## src/rtl/seq_divider_param_if.sv

```systemverilog
// Divider operand/result bundle between a controller (master) and the divider (slave).
// Latency: none, wires only.
// Backpressure: the controller holds off new requests while busy; requests made while busy are dropped.
interface seq_divider_param_if #(
   parameter int N = 4
);
   logic             st;
   logic             sgn;
   logic [2*N-1:0]   dividend;
   logic [N-1:0]     divisor;
   logic [N-1:0]     quot;
   logic [N-1:0]     rem;
   logic             busy;
   logic             done;
   logic             v;
   logic             dz;

   modport master (
      output st, sgn, dividend, divisor,
      input  quot, rem, busy, done, v, dz
   );

   modport slave (
      input  st, sgn, dividend, divisor,
      output quot, rem, busy, done, v, dz
   );
endinterface

```

## src/rtl/seq_divider_param.sv

```systemverilog
// Restoring sequential divider: 2N-bit dividend / N-bit divisor, unsigned or two's-complement.
// Latency: done 2 clocks after an accepted st on overflow/divide-by-zero, N+2 clocks otherwise.
// Backpressure: st is accepted only when idle (including the done cycle); st while busy is dropped.
module seq_divider_param #(
   parameter int N = 4
) (
   input  logic               clk,
   input  logic               rst,
   seq_divider_param_if.slave bus
);

   localparam int CW = $clog2(N + 1);

   // Largest positive and largest negative magnitude a signed N-bit quotient can hold.
   localparam logic [N-1:0] QMAX_POS = {1'b0, {(N-1){1'b1}}};
   localparam logic [N-1:0] QMAX_NEG = {1'b1, {(N-1){1'b0}}};

   typedef enum logic [1:0] {
      IDLE  = 2'd0,
      CHECK = 2'd1,
      SHIFT = 2'd2,
      FIX   = 2'd3
   } state_t;

   state_t          state_q, state_d;
   logic [N-1:0]    dmag_q,  dmag_d;    // |divisor|
   logic [N-1:0]    pr_q,    pr_d;      // partial remainder (upper half of |dividend| at start)
   logic [N-1:0]    lo_q,    lo_d;      // low half of |dividend|, becomes the quotient magnitude
   logic [CW-1:0]   cnt_q,   cnt_d;
   logic            sgn_q,   sgn_d;
   logic            qneg_q,  qneg_d;
   logic            rneg_q,  rneg_d;
   logic            err_q,   err_d;     // early overflow found in CHECK
   logic            zero_q,  zero_d;    // early overflow was a divide-by-zero
   logic [N-1:0]    quot_q,  quot_d;
   logic [N-1:0]    rem_q,   rem_d;
   logic            busy_q,  busy_d;
   logic            done_q,  done_d;
   logic            v_q,     v_d;
   logic            dz_q,    dz_d;

   logic [2*N-1:0]  dd_mag;
   logic [N-1:0]    dv_mag;
   logic [N:0]      trial;

   // Operand magnitudes formed straight from the request so they can be latched with st.
   always_comb begin
      dd_mag = bus.dividend;
      dv_mag = bus.divisor;
      if (bus.sgn && bus.dividend[2*N-1]) begin
         dd_mag = -bus.dividend;
      end
      if (bus.sgn && bus.divisor[N-1]) begin
         dv_mag = -bus.divisor;
      end
   end

   // Next-state and datapath: latch, early range check, N shift/subtract steps, sign fix-up.
   always_comb begin
      state_d = state_q;
      dmag_d  = dmag_q;
      pr_d    = pr_q;
      lo_d    = lo_q;
      cnt_d   = cnt_q;
      sgn_d   = sgn_q;
      qneg_d  = qneg_q;
      rneg_d  = rneg_q;
      err_d   = err_q;
      zero_d  = zero_q;
      quot_d  = quot_q;
      rem_d   = rem_q;
      busy_d  = busy_q;
      done_d  = 1'b0;
      v_d     = v_q;
      dz_d    = dz_q;
      // The trial remainder is one bit wider than the stored one so the shifted-out MSB counts.
      trial   = {pr_q, lo_q[N-1]};

      case (state_q)
         IDLE: begin
            busy_d = 1'b0;
            if (bus.st) begin
               sgn_d   = bus.sgn;
               dmag_d  = dv_mag;
               pr_d    = dd_mag[2*N-1:N];
               lo_d    = dd_mag[N-1:0];
               qneg_d  = bus.sgn & (bus.dividend[2*N-1] ^ bus.divisor[N-1]);
               rneg_d  = bus.sgn & bus.dividend[2*N-1];
               err_d   = 1'b0;
               zero_d  = 1'b0;
               state_d = CHECK;
            end
         end

         CHECK: begin
            busy_d = 1'b1;
            if (dmag_q == '0) begin
               err_d   = 1'b1;
               zero_d  = 1'b1;
               state_d = FIX;
            end else if (pr_q >= dmag_q) begin
               // Quotient magnitude would not fit in N bits.
               err_d   = 1'b1;
               state_d = FIX;
            end else begin
               cnt_d   = CW'(N);
               state_d = SHIFT;
            end
         end

         SHIFT: begin
            busy_d = 1'b1;
            if (trial >= {1'b0, dmag_q}) begin
               pr_d = N'(trial - {1'b0, dmag_q});
               lo_d = {lo_q[N-2:0], 1'b1};
            end else begin
               pr_d = trial[N-1:0];
               lo_d = {lo_q[N-2:0], 1'b0};
            end
            cnt_d = cnt_q - CW'(1);
            if (cnt_q == CW'(1)) begin
               state_d = FIX;
            end
         end

         FIX: begin
            busy_d  = 1'b0;
            done_d  = 1'b1;
            state_d = IDLE;
            if (err_q) begin
               v_d    = 1'b1;
               dz_d   = zero_q;
               quot_d = '0;
               rem_d  = '0;
            end else if (sgn_q && ((!qneg_q && (lo_q > QMAX_POS)) ||
                                   ( qneg_q && (lo_q > QMAX_NEG)))) begin
               // Magnitude fits N bits unsigned but not as a signed result.
               v_d    = 1'b1;
               dz_d   = 1'b0;
               quot_d = '0;
               rem_d  = '0;
            end else begin
               v_d    = 1'b0;
               dz_d   = 1'b0;
               quot_d = qneg_q ? -lo_q : lo_q;
               rem_d  = rneg_q ? -pr_q : pr_q;
            end
         end

         default: begin
            state_d = IDLE;
         end
      endcase
   end

   // State and output registers; reset aborts any operation in flight.
   always_ff @(posedge clk or posedge rst) begin
      if (rst) begin
         state_q <= IDLE;
         dmag_q  <= '0;
         pr_q    <= '0;
         lo_q    <= '0;
         cnt_q   <= '0;
         sgn_q   <= 1'b0;
         qneg_q  <= 1'b0;
         rneg_q  <= 1'b0;
         err_q   <= 1'b0;
         zero_q  <= 1'b0;
         quot_q  <= '0;
         rem_q   <= '0;
         busy_q  <= 1'b0;
         done_q  <= 1'b0;
         v_q     <= 1'b0;
         dz_q    <= 1'b0;
      end else begin
         state_q <= state_d;
         dmag_q  <= dmag_d;
         pr_q    <= pr_d;
         lo_q    <= lo_d;
         cnt_q   <= cnt_d;
         sgn_q   <= sgn_d;
         qneg_q  <= qneg_d;
         rneg_q  <= rneg_d;
         err_q   <= err_d;
         zero_q  <= zero_d;
         quot_q  <= quot_d;
         rem_q   <= rem_d;
         busy_q  <= busy_d;
         done_q  <= done_d;
         v_q     <= v_d;
         dz_q    <= dz_d;
      end
   end

   assign bus.quot = quot_q;
   assign bus.rem  = rem_q;
   assign bus.busy = busy_q;
   assign bus.done = done_q;
   assign bus.v    = v_q;
   assign bus.dz   = dz_q;

endmodule

```

## src/flat_wrapper.sv

```systemverilog
// flat-port wrapper written by rule: the top's interface ports become plain ports
module seq_divider_param_flat 
#(
   parameter int N = 4
)
  (clk, rst, bus_st, bus_sgn, bus_dividend, bus_divisor, bus_quot, bus_rem, bus_busy, bus_done, bus_v, bus_dz);
  seq_divider_param_if #(.N(N)) bus_i ();
  input  logic clk;
  input  logic rst;
  input wire logic [$bits(bus_i.st)-1:0] bus_st;
  input wire logic [$bits(bus_i.sgn)-1:0] bus_sgn;
  input wire logic [$bits(bus_i.dividend)-1:0] bus_dividend;
  input wire logic [$bits(bus_i.divisor)-1:0] bus_divisor;
  output wire logic [$bits(bus_i.quot)-1:0] bus_quot;
  output wire logic [$bits(bus_i.rem)-1:0] bus_rem;
  output wire logic [$bits(bus_i.busy)-1:0] bus_busy;
  output wire logic [$bits(bus_i.done)-1:0] bus_done;
  output wire logic [$bits(bus_i.v)-1:0] bus_v;
  output wire logic [$bits(bus_i.dz)-1:0] bus_dz;
  assign bus_i.st = bus_st;
  assign bus_i.sgn = bus_sgn;
  assign bus_i.dividend = bus_dividend;
  assign bus_i.divisor = bus_divisor;
  assign bus_quot = bus_i.quot;
  assign bus_rem = bus_i.rem;
  assign bus_busy = bus_i.busy;
  assign bus_done = bus_i.done;
  assign bus_v = bus_i.v;
  assign bus_dz = bus_i.dz;
  seq_divider_param #(.N(N)) u_core (.clk(clk), .rst(rst), .bus(bus_i));
endmodule
```

## config.mk

```make
export PLATFORM = sky130hd
export DESIGN_NAME = seq_divider_param_flat
export DESIGN_NICKNAME = d
export VERILOG_FILES = /design/src/rtl/seq_divider_param_if.sv /design/src/rtl/seq_divider_param.sv /design/src/flat_wrapper.sv
export SDC_FILE = /design/constraint.sdc
export NUM_CORES = 1
export LEC_CHECK = 0
export CAP_MARGIN = 20
export CORE_UTILIZATION = 55
export DETAILED_ROUTE_END_ITERATION = 12
export PLACE_DENSITY = 0.8
export REMOVE_ABC_BUFFERS = 1
export SLEW_MARGIN = 20
export SYNTH_ARGS = -nofsm -noshare
export SYNTH_HDL_FRONTEND = slang
export SYNTH_SLANG_ARGS = --single-unit
```

## constraint.sdc

```tcl
create_clock -name clk -period 3.95 [get_ports clk]
set_input_delay 0.395 -clock clk [delete_from_list [all_inputs] [get_ports clk]]
set_output_delay 0.395 -clock clk [all_outputs]
set_load 0.02 [all_outputs]
```

---- Yosys cells after proc, flatten, opt, wreduce, memory -nomap -nowiden ----
Cells that the tools add are included.
storage, ports and cells
  register bits ........................... 34
  bits in latches ......................... 0
  RAM bits ................................ 0
  ROM bits ................................ 0
  bits of input ports ..................... 16
  output and inout port bits .............. 12
  logic and storage cells ................. 92
  memories kept ........................... 0
operators by class
  $add $sub $neg .......................... 6
  multiply operators ...................... 0
  div/mod/pow operators ................... 0
  $lt $le $gt $ge ......................... 4
  equal/unequal tests ..................... 10
  shift operators ......................... 0
  muxes and demuxes ....................... 33
  bitwise operators ....................... 3
  reductions and logical operators ........ 20
operators by type and width
  kind                number
  $mux 4              10
  $pmux 4 s2          2
  $neg 4->4           3
  $mux 1              10
  $reduce_and 3->1    3
  $mux 8              1
  $neg 8->8           1
  $pmux 2 s4          1
  $mux 2              3
  $mux 3              2
  $ne 2x2->1 const B  3
  $pmux 1 s2          3
  $pmux 3 s2          1
  $reduce_and 2->1    3
  $reduce_bool 2->1   3
  $ge 5x4->1          1
  $logic_and 1x1->1   5
  $eq 2x2->1 const B  2
  $ge 4x4->1          1
  $gt 4x3->1 const B  1
  $gt 4x4->1 const B  1
  $logic_not 4->1     1
  $ne 2x1->1 const B  2
  $reduce_or 2->1     2
  other kinds (10)    11

---- Longest topological paths before layout ----
Gate-level depths: netlist of run 1.
  word-level depth ........................ 6
  depth in mapped cells ................... 8
  depth with buffers taken out ............ 7

---- Least setup slack after synthesis of run 1 ----
No wires, ideal clock.
  kind .................................... register to register
  start point ............................. reg u_core.lo_q[3]
  end point ............................... reg u_core.pr_q[0]
  arrival time ............................ 1.649 ns
  data required time ...................... 3.856 ns
  setup slack ............................. 2.207 ns
  stages on the path, launching flop included .. 8
  path buffers ............................ 0
  period minus slack after synthesis ...... 1.743 ns
  cells stage by stage .................... dfrtp_1 inv_1 ha_1 nand2b_2 a21boi_2 o21ai_2 mux2_4 a221oi_2
on the way
  longest elaborated chain between the ends .. 3
RTL lines
  what                                       RTL line                                            source
  start, declared                            seq_divider_param.sv:28                             logic [N-1:0] lo_q, lo_d;
  start signal, assigned                     seq_divider_param.sv:179                            lo_q <= lo_d;
  $sub 4x4->4 or $ge 5x4->1 (tied branches)  seq_divider_param.sv:114, seq_divider_param.sv:113
  $mux 4 *                                   seq_divider_param.sv:113                            if (trial >= {1'b0, dmag_q}) begin
  $pmux 4 s2 *                               seq_divider_param.sv:79                             case (state_q)
  end signal, assigned                       seq_divider_param.sv:178                            pr_q <= pr_d;
  end, declared                              seq_divider_param.sv:27                             logic [N-1:0] pr_q, pr_d;
Every way passes the cells marked *; elsewhere a longest branch is shown, timed or not.
A chain may end at the register's enable or synchronous reset.

---- Worst setup path in the final report of run 1 ----
  start point ............................. reg u_core.state_q[0]
  end point ............................... reg u_core.lo_q[2]
on the way
  longest elaborated chain between the ends .. 3
RTL lines
  what                                                       RTL line                  source
  start, declared                                            seq_divider_param.sv:25   state_t state_q, state_d;
  start signal, assigned                                     seq_divider_param.sv:176  state_q <= state_d;
  $eq 2x2->1 or $logic_not 2->1 (tied branches)              seq_divider_param.sv:79
  $reduce_bool 2->1 (no line) or $ne 2x2->1 (tied branches)  n/a
  $reduce_and 2->1 (no line)                                 n/a
Several ways; a longest one is shown, not always the timed one.

==> results of run 1 <==
## per-layer routing
layer | wire length (µm) | GRT usage, %
met1 | 2010 | 32.0
met2 | 2100 | 40.8
met3 | 170 | 5.71
met4 | 49 | 8.52
met5 | 0 | 0
## final timing paths
path                                                end                           from  slack [ns]  cells past startpoint
hold / removal                 u_core.bus.v$_DFFE_PP0P_       u_core.bus.v$_DFFE_PP0P_        0.48                      1
min in group asynchronous     u_core.rneg_q$_DFFE_PP0P_                            rst        0.50                      3
hold reg to reg                u_core.bus.v$_DFFE_PP0P_       u_core.bus.v$_DFFE_PP0P_        0.48                      1
setup / recovery             u_core.lo_q[2]$_DFFE_PP0P_  u_core.state_q[0]$_DFFE_PP0P_        1.82                      5
setup reg to reg             u_core.lo_q[2]$_DFFE_PP0P_  u_core.state_q[0]$_DFFE_PP0P_        1.82                      5
max in group asynchronous  u_core.dmag_q[3]$_DFFE_PP0P_                            rst        3.15                      3
## cell usage in the layout, fill, tap and decap left out, types with 3 or more instances in the layout
| cell type | n |
|---|---|
| sky130_fd_sc_hd__nand2b_1 | 3 |
| sky130_fd_sc_hd__o31ai_1 | 5 |
| sky130_fd_sc_hd__xor2_1 | 6 |
| sky130_fd_sc_hd__nor2b_1 | 3 |
| sky130_fd_sc_hd__clkbuf_8 | 5 |
| sky130_fd_sc_hd__nand2_1 | 26 |
| sky130_fd_sc_hd__o21a_1 | 3 |
| sky130_fd_sc_hd__a21oi_1 | 12 |
| sky130_fd_sc_hd__nor3_1 | 4 |
| sky130_fd_sc_hd__o22ai_1 | 10 |
| sky130_fd_sc_hd__dfrtp_1 | 34 |
| sky130_fd_sc_hd__nand3_1 | 7 |
| sky130_fd_sc_hd__inv_1 | 29 |
| sky130_fd_sc_hd__clkdlybuf4s50_1 | 27 |
| sky130_fd_sc_hd__ha_1 | 18 |
| sky130_fd_sc_hd__xnor2_1 | 7 |
| sky130_fd_sc_hd__mux2i_1 | 7 |
| sky130_fd_sc_hd__o21ai_0 | 17 |
| sky130_fd_sc_hd__nor2_1 | 12 |
## state kept, by name (all words and copies together) (netlist names), 2 cells and up
register / flops
u_core.bus.quot: 4
u_core.bus.rem: 4
u_core.dmag_q: 4
u_core.lo_q: 4
u_core.pr_q: 4
u_core.cnt_q: 3
u_core.state_q: 2
## worst max-delay path: cells and delay by family, from the launching register on
kind	cells	cell delay, ns
adder cells (fa/ha/maj)	1	0.46
AO/OA/AOI/OAI	1	0.42
flip-flops	1	0.41
multiplexers	1	0.39
buffers and inverters	2	0.34
## metrics by stage
stage / hold WS, ns / total power, mW / setup WS (ns)
2_1_floorplan: 0.447 / 1.48 / 2.15
3_3_place_gp: 0.460 / 1.78 / 1.94
3_5_place_dp: 0.467 / 1.83 / 1.85
4_1_cts: 0.483 / 2.14 / 1.83
5_1_grt: 0.501 / 2.32 / 1.64
6_report: 0.479 / 2.13 / 1.82
## cells in the mapped netlist, drive strengths merged, types with 2 or more instances
cell type / instances
o22ai: 10
o21ai: 20
ha: 18
nand3b: 2
nor2: 14
mux2i: 7
nand2: 26
nand2b: 4
clkbuf: 3
o31ai: 5
nor2b: 3
o21a: 3
xnor2: 7
o211ai: 2
a21oi: 12
nand3: 7
inv: 29
dfrtp: 34
nor3: 4
a21boi: 2
xor2: 6
mux2: 3
## cell type report
| class | instances | area share [%] |
|---|---|---|
| clock buffer | 5 | 2.71 |
| clock inverter | 3 | 1.57 |
| inverter | 29 | 4.28 |
| multi-input combinational | 164 | 44.7 |
| sequential | 34 | 33.5 |
| tap | 48 | 2.36 |
| timing repair buffer | 28 | 10.9 |
## power breakdown
group,total [mW],switching [mW],internal (mW),leakage (nW)
sequential,0.632,0.134,0.498,0.425
clock,0.311,0.125,0.186,0.0579
combinational,1.19,0.656,0.529,0.674
total,2.13,0.915,1.21,1.16
## kinds of logic (layout without fill, tap and decap cells)
| group | Yosys count | count (layout) | synth area share, % |
|---|---|---|---|
| mux | 10 | 10 | 5.09 |
| simple gates | 61 | 61 | 13.4 |
| xor+xnor | 13 | 13 | 5.39 |
| flops | 34 | 34 | 40.3 |
| compound gates | 61 | 61 | 18.2 |
| fa+ha+maj | 19 | 19 | 11.6 |
| buf+inv | 33 | 65 | 5.92 |
==> insert_results.sql, run 1 <==
INSERT INTO impl_metrics (metric_group, metric, value, unit) VALUES
('sta', 'slew_headroom', '68.7', '%'),
('clocking', 'clock_buffer_count_from_cts', '5', ''),
('sta', 'setup-violations-final', '0', ''),
('yosys', 'seq_area_frac_synth', '40.3', '%'),
('clocking', 'cts_tree', 'built', ''),
('yosys', 'postSynthAreaPerCell', '9.14', 'µm²'),
('clocking', 'worst_skew_pair.late_latency', '0.29', 'ns'),
('placement', 'dpl-instance-area', '0.00243', 'mm²'),
('floorplanning', 'dieHeight', '64.0', 'µm'),
('setup_path', 'critical-path-slowest-cell', 'sky130_fd_sc_hd__ha_1', ''),
('global_routing', 'initial_antenna_violation_count', '0', ''),
('setup_path', 'arrival_time_reported_for_the_critical_path_endpoint', '2.30', 'ns'),
('clocking', 'cts.clk_slew.worst_paths', '0.07', 'ns'),
('yosys', 'syn_inst', '231', ''),
('clocking', 'cts_setup_buffers', '0', ''),
('final_layout', 'insertedDiodeCount', '0', ''),
('clocking', 'ctsHoldBuffers', '0', ''),
('routing', 'drt-total-wl', '4340', 'µm'),
('job', 'max_cap_viol', '0', ''),
('floorplanning', 'ios', '28', ''),
('global_routing', 'track_usage', '24.8', '%'),
('pwr', 'static-leakage-power', '1.16', 'nW'),
('placement', 'placedCellCount', '303', ''),
('floorplanning', 'die_w', '64.0', 'µm'),
('setup_path', 'path_common_cell', 'sky130_fd_sc_hd__inv_1', ''),
('routing', 'vias', '1723', ''),
('routing', 'detailedRoute.firstPassIterationCount', '4', ''),
('final_layout', 'combined_area_of_the_multi_input_logic_cells', '0.00114', 'mm²'),
('routing', 'drt.antenna.violating_nets', '0', ''),
('sta', 'slew_violations', '0', ''),
('yosys', 'synth_flop_cell', 'sky130_fd_sc_hd__dfrtp_1', ''),
('placement', 'finalWeightedCongestion', '0.934', ''),
('final_layout', 'syn2layout_area_growth', '20.4', '%'),
('yosys', 'synth_top_cell_area_share', '40.3', '%'),
('sta', 'period_minus_slack', '2.13', 'ns'),
('global_routing', 'maximum_number_of_pins_on_one_net_before_global_route_repair', '35', ''),
('placement', 'hpwlAfterDp', '3420', 'µm'),
('setup_path', 'type_of_element_capturing_the_critical_path', 'register', ''),
('sta', 'timing_hold_violations_final', '0', ''),
('yosys', 'yosys-top-cells-area', 'sky130_fd_sc_hd__dfrtp_1 (40%), sky130_fd_sc_hd__ha_1 (11%), sky130_fd_sc_hd__inv_1 (5.2%)', ''),
('final_layout', 'post-route-cell-area', '0.00254', 'mm²'),
('sta', 'tns', '0', 'ns'),
('routing', 'drt-wirelength-per-cell', '13.9', 'µm'),
('global_routing', 'first_global_vias', '1702', ''),
('yosys', 'synth.distinct_cells', '39', ''),
('min_path', 'hold_class', 'reg -> reg', ''),
('sta', 'fin_skew', '0.00875', 'ns'),
('sta', 'period_share', '53.9', '%'),
('floorplanning', 'initial_utilization', '57.7', '%'),
('floorplanning', 'placement_rows', '22', ''),
('final_layout', 'stdcell_count', '311', ''),
('final_layout', 'drive_above_1_share', '7.22', '%'),
('placement', 'io_buffers', '27', ''),
('pwr', 'powerDensity', '837', 'mW/mm²'),
('yosys', 'asyncSetResetFlopFracSynth', '100', '%'),
('routing', 'route.detailed.vias_per_inst', '5.54', ''),
('setup_path', 'worstPathMaxFanout', '14', ''),
('setup_path', 'criticalPathCategory', 'reg -> reg', ''),
('clocking', 'clock-root-buffer', 'sky130_fd_sc_hd__clkbuf_8', ''),
('yosys', 'syn-cell-area', '0.00211', 'mm²'),
('run_status', 'outcome', 'complete, no violations', ''),
('clocking', 'cts.sink_count', '34', ''),
('setup_path', 'startpoint_type_of_the_worst_setup_path', 'register', ''),
('global_routing', 'grt_remaining_overflow', '0', ''),
('sta', 'highest_attainable_clock_frequency', '470', 'MHz'),
('final_layout', 'postLayoutCoreUtil', '69.4', '%'),
('yosys', 'count_of_flip_flops_with_a_built_in_enable_after_synthesis', '0', ''),
('yosys', 'yosysWarnings', '0', ''),
('global_routing', 'wire_length_of_the_first_global_routing_pass', '7730', 'µm'),
('clocking', 'max-clock-path-buffers', '2', ''),
('yosys', 'synthDominantAreaCellType', 'sky130_fd_sc_hd__dfrtp_1', '');
(Power assumes the default switching activity.)
==> run 2, diff against run 1 <==
==> constraint.sdc (replaced) <==
create_clock -name clk -period 2.2 [get_ports clk]
set_input_delay 0.22 -clock clk [delete_from_list [all_inputs] [get_ports clk]]
set_output_delay 0.22 -clock clk [all_outputs]
set_load 0.02 [all_outputs]
==> insert_results.sql, run 2 (synthesis gave the netlist of run 1 again) <==
INSERT INTO impl_metrics (metric_group, metric, value, unit) VALUES
('routing', 'drt.antenna.violating_nets', '0', ''),
('routing', 'drt-total-wl', '4370', 'µm'),
('clocking', 'cts_setup_buffers', '0', ''),
('pwr', 'sequentialPowerShare', '30.1', '%'),
('floorplanning', 'ios', '28', ''),
('placement', 'finalWeightedCongestion', '0.881', ''),
('sta', 'setup-violations-final', '0', ''),
('placement', 'hpwlAfterDp', '3350', 'µm'),
('pwr', 'comb_power_share', '57.9', '%'),
('final_layout', 'mostFrequentLayoutCell', 'sky130_fd_sc_hd__dfrtp_1', ''),
('routing', 'detail_route.iter0.violations', '97', ''),
('sta', 'period_share', '87.2', '%'),
('routing', 'drt-wirelength-per-cell', '14.0', 'µm'),
('setup_path', 'type_of_element_capturing_the_critical_path', 'register', ''),
('setup_path', 'worstPathMaxFanout', '5', ''),
('routing', 'post-route-drc-count', '0', ''),
('pwr', 'static-leakage-power', '1.16', 'nW'),
('sta', 'timing_hold_violations_final', '0', ''),
('final_layout', 'layout.cells.most_common_list', 'sky130_fd_sc_hd__dfrtp_1 (34), sky130_fd_sc_hd__inv_1 (29), sky130_fd_sc_hd__clkdlybuf4s50_1 (27), sky130_fd_sc_hd__nand2_1 (26), sky130_fd_sc_hd__ha_1 (18)', ''),
('sta', 'rsz_0062_raised_after_global_routing', 'no', ''),
('clocking', 'max-clock-path-buffers', '2', ''),
('global_routing', 'wire_length_of_the_first_global_routing_pass', '7640', 'µm'),
('setup_path', 'reg2reg_setup_slack', '0.28', 'ns'),
('clocking', 'cts.sink_count', '34', ''),
('floorplanning', 'placement_rows', '22', ''),
('floorplanning', 'dieArea', '0.00409', 'mm²'),
('sta', 'tns', '0', 'ns'),
('setup_path', 'arrival_time_reported_for_the_critical_path_endpoint', '2.12', 'ns'),
('floorplanning', 'initial_utilization', '57.7', '%'),
('pwr', 'intPower', '2.11', 'mW'),
('placement', 'io_buffers', '27', ''),
('floorplanning', 'dieHeight', '64.0', 'µm'),
('run_status', 'outcome', 'complete, no violations', ''),
('final_layout', 'post_layout_net_count', '301', ''),
('clocking', 'ctsResizeCount', '0', ''),
('sta', 'period_minus_slack', '1.92', 'ns'),
('final_layout', 'postLayoutCoreUtil', '69.5', '%'),
('clocking', 'h_tree_levels', '2', ''),
('clocking', 'clock_buffer_count_from_cts', '5', ''),
('global_routing', 'track_usage', '24.6', '%'),
('pwr', 'power.ir.vdd_worst', '0.775', 'mV'),
('pwr', 'p_clk_share', '12.0', '%'),
('final_layout', 'drive_above_1_share', '7.92', '%'),
('sta', 'highest_attainable_clock_frequency', '521', 'MHz'),
('job', 'max_cap_viol', '0', ''),
('routing', 'vias', '1706', ''),
('pwr', 'power.switching_fraction', '43.6', '%'),
('clocking', 'clock-root-buffer', 'sky130_fd_sc_hd__clkbuf_8', ''),
('routing', 'detailedRoute.firstPassIterationCount', '4', ''),
('floorplanning', 'die_w', '64.0', 'µm'),
('global_routing', 'grt_remaining_overflow', '0', ''),
('clocking', 'cts_tree', 'built', ''),
('sta', 'fin_skew', '0.00980', 'ns'),
('min_path', 'hold_class', 'in -> async', ''),
('clocking', 'cts.clk_slew.worst_paths', '0.07', 'ns'),
('global_routing', 'initial_antenna_violation_count', '0', ''),
('sta', 'slew_headroom', '64.8', '%'),
('final_layout', 'syn2layout_area_growth', '20.6', '%'),
('routing', 'route.detailed.vias_per_inst', '5.45', ''),
('pwr', 'switching_power', '1.63', 'mW'),
('global_routing', 'maximum_number_of_pins_on_one_net_before_global_route_repair', '35', ''),
('sta', 'timing_worst_slew_pin_value', '0.525', 'ns'),
('setup_path', 'criticalPathCategory', 'reg -> reg', ''),
('setup_path', 'startpoint_type_of_the_worst_setup_path', 'register', ''),
('setup_path', 'critPathRequiredTime', '2.40', 'ns'),
('final_layout', 'insertedDiodeCount', '0', ''),
('sta', 'slew_violations', '0', ''),
('pwr', 'powerDensity', '1470', 'mW/mm²'),
('clocking', 'worst_skew_pair.late_latency', '0.28', 'ns'),
('floorplanning', 'core_region_area', '0.00366', 'mm²'),
('clocking', 'ctsHoldBuffers', '0', ''),
('global_routing', 'first_global_vias', '1701', '');
-- run 2: cell types whose count changed in the layout (fill, tap and decap cells not counted) --
cell                        delta
sky130_fd_sc_hd__clkinv_2      -2
sky130_fd_sc_hd__buf_4         +4
sky130_fd_sc_hd__bufinv_16     -1
sky130_fd_sc_hd__clkbuf_8      +1
-- run 2: path summary, 6_finish.rpt --
check                                           start  depth (start not counted)                             to
setup / recovery           u_core.lo_q[3]$_DFFE_PP0P_                          7     u_core.pr_q[0]$_DFFE_PP0P_
hold / removal                                    rst                          3      u_core.bus.done$_DFF_PP0_
setup reg to reg           u_core.lo_q[3]$_DFFE_PP0P_                          7     u_core.pr_q[0]$_DFFE_PP0P_
hold reg to reg              u_core.bus.v$_DFFE_PP0P_                          1       u_core.bus.v$_DFFE_PP0P_
max in group asynchronous                         rst                          3  u_core.bus.rem[0]$_DFFE_PP0P_
min in group clk             u_core.bus.v$_DFFE_PP0P_                          1       u_core.bus.v$_DFFE_PP0P_
-- run 2: final cells by class --
class,instances,area (µm²)
fill,309,1110
tap,48,60.1
multi-input combinational,164,1140
sequential,34,851
clock buffer,6,82.6
timing repair buffer,32,308
inverter,29,109
-- run 2: power by group through the flow --
| stage | clock network [mW] | registers (mW) | logic, mW |
|---|---|---|---|
| 2_1_floorplan | 0 | 1.19 | 1.47 |
| 3_3_place_gp | 0 | 1.12 | 2.09 |
| 3_5_place_dp | 0 | 1.13 | 2.16 |
| 4_1_cts | 0.458 | 1.12 | 2.17 |
| 5_1_grt | 0.494 | 1.17 | 2.43 |
| 6_report | 0.450 | 1.13 | 2.17 |
-- run 2: stage by stage --
step	setup WS, ns	total power, mW	hold slack, ns	std cells	cell area (µm²)
4_1_cts	0.289	3.75	0.343	313	2550
2_1_floorplan	0.401	2.66	0.356	227	2100
6_report	0.282	3.74	0.333	313	2550
3_5_place_dp	0.318	3.29	0.467	307	2460
3_3_place_gp	0.387	3.21	0.460	307	2460
5_1_grt	0.191	4.09	0.366	313	2550
-- run 2: routing by layer --
layer	track usage (%)	up-vias	share of wire, %
li1	-	859	-
met1	30.5	793	47
met2	43.4	51	49
met3	5.89	3	4.0
met4	5.11	0	0.48
met5	0	-	0
-- run 2: worst max-delay path: stages, from the launching register on --
cell	delay (ns)
sky130_fd_sc_hd__dfrtp_1	0.38
sky130_fd_sc_hd__inv_1	0.14
sky130_fd_sc_hd__ha_1	0.28
sky130_fd_sc_hd__nand2b_2	0.19
sky130_fd_sc_hd__a21boi_2	0.16
sky130_fd_sc_hd__o21ai_2	0.12
sky130_fd_sc_hd__mux2_4	0.32
sky130_fd_sc_hd__a221oi_2	0.23
==> run 3, diff against run 2 <==
--- a/config.mk
+++ b/config.mk
@@ -5,9 +5,11 @@
 export SDC_FILE = /design/constraint.sdc
 export NUM_CORES = 1
 export LEC_CHECK = 0
+export ABC_CLOCK_PERIOD_IN_PS = 2200
 export CAP_MARGIN = 20
 export CORE_UTILIZATION = 55
 export DETAILED_ROUTE_END_ITERATION = 12
+export GPL_TIMING_DRIVEN = 0
 export PLACE_DENSITY = 0.8
 export REMOVE_ABC_BUFFERS = 1
 export SLEW_MARGIN = 20
==> insert_results.sql, run 3 (synthesis gave the netlist of run 1 again) <==
INSERT INTO impl_metrics (metric_group, metric, value, unit) VALUES
('setup_path', 'path_common_cell', 'sky130_fd_sc_hd__inv_1', ''),
('clocking', 'cts.clk_slew.worst_paths', '0.08', 'ns'),
('clocking', 'h_tree_levels', '2', ''),
('pwr', 'post-layout-total-power', '3.75', 'mW'),
('floorplanning', 'die_w', '64.0', 'µm'),
('pwr', 'static-leakage-power', '1.14', 'nW'),
('setup_path', 'reg2reg_setup_slack', '0.14', 'ns'),
('min_path', 'hold_class', 'in -> async', ''),
('final_layout', 'post_layout_net_count', '296', ''),
('sta', 'fin_skew', '0.0105', 'ns'),
('clocking', 'ctsResizeCount', '1', ''),
('sta', 'timing.hold.ws', '0.354', 'ns'),
('clocking', 'clock_buffer_count_from_cts', '5', ''),
('clocking', 'clock-root-buffer', 'sky130_fd_sc_hd__clkbuf_8', ''),
('floorplanning', 'placement_rows', '22', ''),
('final_layout', 'stdcell_count', '310', ''),
('sta', 'period_minus_slack', '2.06', 'ns'),
('clocking', 'ctsHoldBuffers', '0', ''),
('sta', 'period_share', '93.7', '%'),
('sta', 'timing_hold_violations_final', '0', ''),
('pwr', 'powerDensity', '1480', 'mW/mm²'),
('run_status', 'outcome', 'complete, no violations', ''),
('floorplanning', 'dieArea', '0.00409', 'mm²'),
('job', 'max_cap_viol', '0', ''),
('sta', 'rsz_0062_raised_after_global_routing', 'no', ''),
('setup_path', 'worstPathMaxFanout', '14', ''),
('global_routing', 'wire_length_of_the_first_global_routing_pass', '7450', 'µm'),
('sta', 'slew_violations', '0', ''),
('routing', 'detailedRoute.firstPassIterationCount', '4', ''),
('clocking', 'cts.sink_count', '34', ''),
('floorplanning', 'core_region_area', '0.00366', 'mm²'),
('routing', 'drt-total-wl', '4290', 'µm'),
('global_routing', 'grt_remaining_overflow', '0', ''),
('final_layout', 'layout.cells.most_common_list', 'sky130_fd_sc_hd__dfrtp_1 (34), sky130_fd_sc_hd__inv_1 (28), sky130_fd_sc_hd__clkdlybuf4s50_1 (27), sky130_fd_sc_hd__nand2_1 (25)', ''),
('global_routing', 'initial_antenna_violation_count', '0', ''),
('global_routing', 'grt.met2_usage', '37.9', '%'),
('setup_path', 'critPathRequiredTime', '2.38', 'ns'),
('global_routing', 'grt_use_met1', '32.0', '%'),
('placement', 'io_buffers', '27', ''),
('placement', 'finalWeightedCongestion', '0.837', ''),
('clocking', 'max-clock-path-buffers', '2', ''),
('setup_path', 'worstSetupStartpoint', 'u_core.state_q[0]$_DFFE_PP0P_', ''),
('setup_path', 'critical_path.reg2reg.endpoint', 'u_core.lo_q[2]$_DFFE_PP0P_', ''),
('clocking', 'cts_tree', 'built', ''),
('global_routing', 'globalRouteMet3Util', '6.25', '%'),
('pwr', 'comb_power_share', '56.8', '%'),
('setup_path', 'max_stage_delay', '0.45', 'ns'),
('floorplanning', 'ios', '28', ''),
('routing', 'vias', '1729', ''),
('pwr', 'switching_power', '1.65', 'mW'),
('sta', 'highest_attainable_clock_frequency', '485', 'MHz'),
('global_routing', 'track_usage', '23.8', '%'),
('setup_path', 'critical_path_depth', '5', ''),
('pwr', 'intPower', '2.10', 'mW'),
('final_layout', 'drive_above_1_share', '8.02', '%'),
('global_routing', 'maximum_number_of_pins_on_one_net_before_global_route_repair', '35', ''),
('setup_path', 'criticalPathCategory', 'reg -> reg', ''),
('setup_path', 'critical-path-slowest-cell', 'sky130_fd_sc_hd__o21ai_1', ''),
('pwr', 'sequentialPowerShare', '30.2', '%'),
('routing', 'detail_route.iter0.violations', '121', ''),
('placement', 'placedCellCount', '302', ''),
('setup_path', 'type_of_element_capturing_the_critical_path', 'register', ''),
('setup_path', 'ff2ff_path_depth', '5', ''),
('sta', 'slew_headroom', '53.2', '%'),
('setup_path', 'critPathCapture', 'u_core.lo_q[2]$_DFFE_PP0P_', ''),
('final_layout', 'combined_area_of_the_multi_input_logic_cells', '0.00114', 'mm²'),
('sta', 'tns', '0', 'ns'),
('routing', 'drt-wirelength-per-cell', '13.8', 'µm'),
('clocking', 'worst_skew_pair.late_latency', '0.29', 'ns'),
('clocking', 'cts_setup_buffers', '0', ''),
('pwr', 'p_clk_share', '13.0', '%'),
('sta', 'timing_worst_slew_pin_value', '0.700', 'ns'),
('pwr', 'power.ir.vdd_worst', '0.803', 'mV'),
('setup_path', 'crit-reg2reg-launch', 'u_core.state_q[0]$_DFFE_PP0P_', ''),
('final_layout', 'seq_area', '851', 'µm²'),
('sta', 'setup-violations-final', '0', ''),
('setup_path', 'arrival_time_reported_for_the_critical_path_endpoint', '2.24', 'ns'),
('placement', 'hpwlAfterDp', '3190', 'µm'),
('setup_path', 'cp_cell_sequence', 'inv_1, ha_2, inv_1, o21ai_1, mux2_2', ''),
('routing', 'post-route-drc-count', '0', ''),
('floorplanning', 'dieHeight', '64.0', 'µm'),
('global_routing', 'gr-max-usage-layer', 'met2', ''),
('final_layout', 'syn2layout_area_growth', '19.6', '%'),
('floorplanning', 'initial_utilization', '57.7', '%'),
('pwr', 'power.switching_fraction', '44.1', '%'),
('global_routing', 'first_global_vias', '1606', ''),
('routing', 'route.detailed.vias_per_inst', '5.58', ''),
('final_layout', 'mostFrequentLayoutCell', 'sky130_fd_sc_hd__dfrtp_1', ''),
('setup_path', 'startpoint_type_of_the_worst_setup_path', 'register', ''),
('final_layout', 'insertedDiodeCount', '0', ''),
('final_layout', 'layout.filler_cells', '294', ''),
('routing', 'drt.antenna.violating_nets', '0', ''),
('setup_path', 'path_delay_family', 'compound AO/OA/AOI/OAI gates', ''),
('setup_path', 'cp.buffers_inverters', '2', '');
[run 3: power groups by stage]
| stage | logic, mW | registers [mW] | clock network, mW |
|---|---|---|---|
| 2_1_floorplan | 1.47 | 1.19 | 0 |
| 3_3_place_gp | 2.04 | 1.13 | 0 |
| 3_5_place_dp | 2.11 | 1.14 | 0 |
| 4_1_cts | 2.12 | 1.13 | 0.493 |
| 5_1_grt | 2.37 | 1.17 | 0.521 |
| 6_report | 2.13 | 1.13 | 0.486 |
[run 3: how the worst min path moves through the flow]
stage | from | cells past startpoint | slack [ns] | endpoint
3_5_place_dp | u_core.bus.v$_DFFE_PP0P_ | 1 | 0.47 | u_core.bus.v$_DFFE_PP0P_
6_report | rst | 2 | 0.35 | u_core.state_q[1]$_DFFE_PP0P_
5_1_grt | rst | 2 | 0.43 | u_core.bus.dz$_DFFE_PP0P_
3_3_place_gp | u_core.bus.v$_DFFE_PP0P_ | 1 | 0.46 | u_core.bus.v$_DFFE_PP0P_
4_1_cts | rst | 2 | 0.38 | u_core.state_q[1]$_DFFE_PP0P_
2_1_floorplan | rst | 1 | 0.36 | u_core.bus.busy$_DFF_PP0_
[run 3: per-stage QoR]
stage / util (%) / instance area [µm²] / setup slack, ns
after floorplan: - / 2100 / 0.401
after CTS: 68.9 / 2520 / 0.124
final: 69.0 / 2530 / 0.139
after global routing: 69.0 / 2530 / 0.00905
after global placement: 66.3 / 2430 / -0.0362
after detailed placement: 66.3 / 2430 / -0.0372
[run 3: worst reg2reg max path: stages, from the launching register on]
cell and delay (ns):
sky130_fd_sc_hd__dfrtp_1 0.42, sky130_fd_sc_hd__inv_1 0.11, sky130_fd_sc_hd__ha_2 0.37, sky130_fd_sc_hd__inv_1 0.21, sky130_fd_sc_hd__o21ai_1 0.45, sky130_fd_sc_hd__mux2_2 0.39
[run 3: area by class of cell]
type	instances	area share, %
clock buffer	6	3.27
clock inverter	2	0.495
inverter	29	4.31
multi-input combinational	164	45.2
sequential	34	33.7
tap	48	2.38
timing repair buffer	27	10.7
[run 3: per-layer routing]
metal / share of wire (%) / up-vias / wire length [µm]
met5: 0 / - / 0
met4: 0.77 / 0 / 33
met3: 3.9 / 4 / 167
met2: 47 / 54 / 2030
met1: 48 / 821 / 2060
li1: - / 850 / -
